File: config.mk
export PLATFORM = sky130hd
export DESIGN_NAME = fp_display_scheduler
export DESIGN_NICKNAME = d
export VERILOG_FILES = /design/src/rtl/fp_display_scheduler.sv
export SDC_FILE = /design/constraint.sdc
export NUM_CORES = 1
export LEC_CHECK = 0
export ABC_AREA = 1
export BUFFER_PORTS_ARGS = -buffer_cell sky130_fd_sc_hd__buf_2
export CAP_MARGIN = 10
export CORE_MARGIN = 4
export CORE_UTILIZATION = 43
export CTS_CLUSTER_SIZE = 25
export DETAILED_ROUTE_END_ITERATION = 10
export GPL_ROUTABILITY_DRIVEN = 0
export PLACE_DENSITY = 0.77
export SETUP_SLACK_MARGIN = 0.4
export SYNTH_ARGS = -nofsm -noshare
export SYNTH_HDL_FRONTEND = slang
export SYNTH_SLANG_ARGS = --single-unit
File: constraint.sdc
create_clock -name clk -period 2.23 [get_ports clk]
set_clock_uncertainty 0.1 [all_clocks]
set_input_delay 0.446 -clock clk [delete_from_list [all_inputs] [get_ports clk]]
set_output_delay 0.446 -clock clk [all_outputs]
set_load 0.05 [all_outputs]
File: src/rtl/fp_display_scheduler.sv
// Round-robin scheduler sharing one float-to-7seg convertor; FP_SCHED_DEDUP_EN skips reconverting the displayed value.
// Latency: done RESET_CYCLES+CONV_CYCLES+1 after accept; backpressure: one-hot req_ready only in IDLE, held off through DWELL.
module fp_display_scheduler #(
   parameter int NUM_REQ       = 4,
   parameter int DISPLAY_WIDTH = 12,
   parameter int RESET_CYCLES  = 2,
   parameter int CONV_CYCLES   = 1000,
   parameter int DWELL_CYCLES  = 2000,
   localparam int IDX_W        = $clog2(NUM_REQ)
) (
   input  logic                          clk,
   input  logic                          reset,
   input  logic [NUM_REQ-1:0]            req_valid,
   input  logic [NUM_REQ-1:0][31:0]      req_data,
   output logic [NUM_REQ-1:0]            req_ready,
   output logic [31:0]                   conv_floating_point,
   output logic                          conv_reset,
   input  logic [DISPLAY_WIDTH-1:0][6:0] conv_segments,
   output logic [DISPLAY_WIDTH-1:0][6:0] display_segments,
   output logic [IDX_W-1:0]              display_owner,
   output logic                          busy,
   output logic                          done
);

   localparam int MAX_A   = (CONV_CYCLES > DWELL_CYCLES) ? CONV_CYCLES : DWELL_CYCLES;
   localparam int MAX_CYC = (MAX_A > RESET_CYCLES) ? MAX_A : RESET_CYCLES;
   localparam int CNT_W   = $clog2(MAX_CYC + 1);

   typedef enum logic [1:0] {IDLE, CONV_RST, CONVERT, DWELL} state_t;

   state_t           state;
   state_t           state_nxt;
   logic [CNT_W-1:0] cnt;
   logic [IDX_W-1:0] rr_ptr;
   logic [IDX_W-1:0] pend_owner;
   logic [IDX_W-1:0] grant;
   logic             grant_vld;
   logic             accept;
   logic             dedup_hit;

   // Lowest offset from rr_ptr wins, so scan from the far end and let nearer hits overwrite.
   always_comb begin
      grant_vld = 1'b0;
      grant     = '0;
      for (int k = NUM_REQ - 1; k >= 0; k--) begin
         if (req_valid[(int'(rr_ptr) + k) % NUM_REQ]) begin
            grant_vld = 1'b1;
            grant     = IDX_W'((int'(rr_ptr) + k) % NUM_REQ);
         end
      end
   end

   assign accept = (state == IDLE) && grant_vld;

`ifdef FP_SCHED_DEDUP_EN
   logic [31:0] disp_val;
   logic        cap_vld;

   assign dedup_hit = cap_vld && (req_data[grant] == disp_val);

   always_ff @(posedge clk or negedge reset) begin
      if (!reset) begin
         disp_val <= '0;
         cap_vld  <= 1'b0;
      end else if (state == CONVERT && cnt == '0) begin
         disp_val <= conv_floating_point;
         cap_vld  <= 1'b1;
      end
   end
`else
   assign dedup_hit = 1'b0;
`endif

   always_ff @(posedge clk or negedge reset) begin
      if (!reset) state <= IDLE;
      else        state <= state_nxt;
   end

   always_comb begin
      state_nxt = state;
      case (state)
         IDLE:     if (grant_vld) state_nxt = dedup_hit ? DWELL : CONV_RST;
         CONV_RST: if (cnt == '0) state_nxt = CONVERT;
         CONVERT:  if (cnt == '0) state_nxt = DWELL;
         DWELL:    if (cnt == '0) state_nxt = IDLE;
         default:  state_nxt = IDLE;
      endcase
   end

   // conv_reset and req_ready follow the async reset directly so they are correct mid-cycle.
   always_comb begin
      req_ready  = '0;
      if (reset && accept) req_ready[grant] = 1'b1;
      conv_reset = !reset || (state == CONV_RST);
      busy       = (state != IDLE);
   end

   always_ff @(posedge clk or negedge reset) begin
      if (!reset) begin
         cnt                 <= '0;
         rr_ptr              <= '0;
         pend_owner          <= '0;
         conv_floating_point <= '0;
         display_segments    <= '0;
         display_owner       <= '0;
         done                <= 1'b0;
      end else begin
         done <= 1'b0;
         case (state)
            IDLE: begin
               if (accept) begin
                  conv_floating_point <= req_data[grant];
                  pend_owner          <= grant;
                  rr_ptr              <= (int'(grant) == NUM_REQ - 1) ? '0 : grant + IDX_W'(1);
                  if (dedup_hit) begin
                     display_owner <= grant;
                     done          <= 1'b1;
                     cnt           <= CNT_W'(DWELL_CYCLES);
                  end else begin
                     cnt <= CNT_W'(RESET_CYCLES - 1);
                  end
               end
            end
            CONV_RST: begin
               if (cnt == '0) cnt <= CNT_W'(CONV_CYCLES - 1);
               else           cnt <= cnt - CNT_W'(1);
            end
            CONVERT: begin
               if (cnt == '0) begin
                  display_segments <= conv_segments;
                  display_owner    <= pend_owner;
                  done             <= 1'b1;
                  cnt              <= CNT_W'(DWELL_CYCLES);
               end else begin
                  cnt <= cnt - CNT_W'(1);
               end
            end
            DWELL: begin
               if (cnt != '0) cnt <= cnt - CNT_W'(1);
            end
            default: cnt <= '0;
         endcase
      end
   end

endmodule

==> metrics.txt <==
Clock H-tree levels 4; TritonCTS clock tree done; DRT Pass-1 Iters 6; VDD IR max 0.502 mV; sequential fraction of the synthesis area 0.458; Worst path most repeated cell nand2_2; clock root cell clkbuf_16; Worst Path Required 1.68 ns; pin count of the biggest net entering global routing 137; Yosys top cell by area dfrtp_1; Post-synth EDFFs 0; hold_buf cts 0; Clock Tree Buf Depth 2; crit share post-route 1.21; hpwl dp 17800 µm; FP Rows 47; Placement Cell Area 9480 µm²; top cells by area, synth dfrtp_1, nand2_1, nand3_1; Final #Nets 1722; Detail Route Antenna Nets 0; Synth Register Bits 136; Worst Path Max Fanout 4; most common cell after layout, fill and taps aside buf_2; Die Y 140 µm; Clock Sink Count 136; Rel. slew slack 0.463; final hold violation count 0; class of the most critical setup path reg -> out; final setup fails 36; synth warn 0; vias 9090; ratio of cells with drive above 1 in the final layout 0.538; Final min period 2.71 ns; final wirelength 34000 µm; failing checks negative setup slack; Slowest cell on crit path dfrtp_1; drt drc 0; Async SR Flop Fraction 1.00; Worst-path clk slew 0.07 ns; drt first-iter violations 608; Setup TNS Final -4.37 ns; Syn-to-layout area delta 75.8%; fmax 0.369 GHz; leakage power 7.58 nW; grt ovf 0; syn_nets 1302; GRT Overall Usage 0.278; Buffers on Ports 342; footprint of the multi-input gates 4580 µm²; Pwr per Cell Area 472 nW/µm²; PnR worst setup slack -0.478 ns; worst slew pin tran 0.806 ns; worst skew pair latency 0.41 ns; most frequent cells in the layout buf_2, nand2_1, inv_1; # fillers 993; crit path launch type flip-flop; IO Pins 343; initial antenna violation count 3; final instance area 13100 µm²; register area 3400 µm²; CTS Buf Count 17; vias in the first global route 8228; Max-cap violations 0; status complete, but fails checks; Netlist cell types 30; first-pass GRT wire length 43200 µm; CP max stage delay 0.47 ns; Placed Cells incl. Taps 1611; WP data arrival 2.16 ns; Worst Hold Class in -> async; crit end category output port; Slew Limit Fails 0; final cell count without fillers 1730; Post-Syn Instances 1075; Die W 140 µm; Initial Utilization 0.444; Mapped Area 7440 µm²; detail-routed net length per standard cell 19.7 µm; die area 19500 µm²; unrepaired setup endpoints after global routing yes; Placeable Area 16800 µm²; utilization after layout 0.780; syn_area_per_cell 6.92 µm²; Synth top area share 0.458; main flop type after synthesis dfrtp_1; CP Cell Sequence inv_2 > nand2_1 > nand2_2 > nand2_2 > nand2_4 > inv_2 > nand2_2 > nand2_2 > nand2_2 > nand2_4 > inv_4 > ha_4 > inv_2 > nor2_4 > buf_8; post-DR vias/cell 5.25
==> cell families after synthesis <==
kind of cell / share of synthesized area
adders and majority gates: 0.0151
buffers and inverters: 0.128
AOI/OAI and AO/OA: 0.0229
xor gates and xnor gates: 0.00706
and+or+nand+nor: 0.370
DFF: 0.458
==> cell type report <==
class | count | area share
multi-input cells | 720 | 0.351
well taps | 220 | 0.0210
flip-flops and latches | 136 | 0.260
diodes | 2 | 0.000383
repair buffers | 453 | 0.275
clock buffers | 18 | 0.0328
clock inverters | 14 | 0.0107
inverters | 167 | 0.0491
==> synth_stat cells (all sizes together) (2+ instances only) <==
cell type  instances
dfrtp            136
nand3            139
nor3               2
ha                 9
clkbuf            11
o21ai             20
nand2            509
xor2               5
a21oi              6
buf               41
inv              167
nor2              22
==> state kept, by name, indices dropped and copies added, names as in the netlist <==
register,flops
display_segments,84
conv_floating_point,32
cnt,11
display_owner,2
pend_owner,2
rr_ptr,2
state,2
done,1
==> metrics by stage <==
step	setup WS [ns]	hold WS, ns	power (mW)
after global placement	-0.115	0.348	3.12
final	-0.478	0.0518	6.17
after floorplan	-0.199	0.0504	2.81
after CTS	-0.467	0.114	6.04
after detailed placement	-0.169	0.353	3.12
after global routing	-0.604	0.106	6.41
==> where the power goes <==
part / internal, mW / switching [mW]
registers: 2.47 / 0
clock network: 1.57 / 1.20
logic: 0.424 / 0.517
total: 4.46 / 1.71
==> worst max-delay path, delay by kind of cell (launching register included) <==
| family | cells | cell delay [ns] |
|---|---|---|
| simple gates | 9 | 0.70 |
| flops | 1 | 0.47 |
| fa+ha+maj | 1 | 0.12 |
| buf+inv | 5 | 0.45 |
==> path summary, 6_finish.rpt <==
kind / startpoint / end / slack [ns] / cells past startpoint
max: rr_ptr[1] / req_ready[3] / -0.48 / 15
min: reset / conv_floating_point[27] / 0.05 / 2
max reg2reg: rr_ptr[1] / conv_floating_point[5] / -0.15 / 19
min reg2reg: display_segments[45] / display_segments[45] / 0.37 / 2
max in group asynchronous: reset / cnt[2] / 1.33 / 2
min in group clk: conv_segments[29] / display_segments[29] / 0.13 / 3
==> what timing repair did <==
item,CTS,global route
pin swaps,71,163
gates cloned,20,18
buffers inserted,24,23
endpoints found under the hold margin,0,0
gates resized for setup,162,346
setup endpoints to repair,139,141
==> layer usage <==
layer / vias to the layer above / global-route usage / share of wire
met5: - / 0 / 0.00094
met2: 643 / 0.493 / 0.51
li1: 4092 / - / -
met4: 4 / 0.112 / 0.066
met1: 4173 / 0.329 / 0.34
met3: 178 / 0.0587 / 0.090
Note: power is estimated with default switching activity, not from simulation.
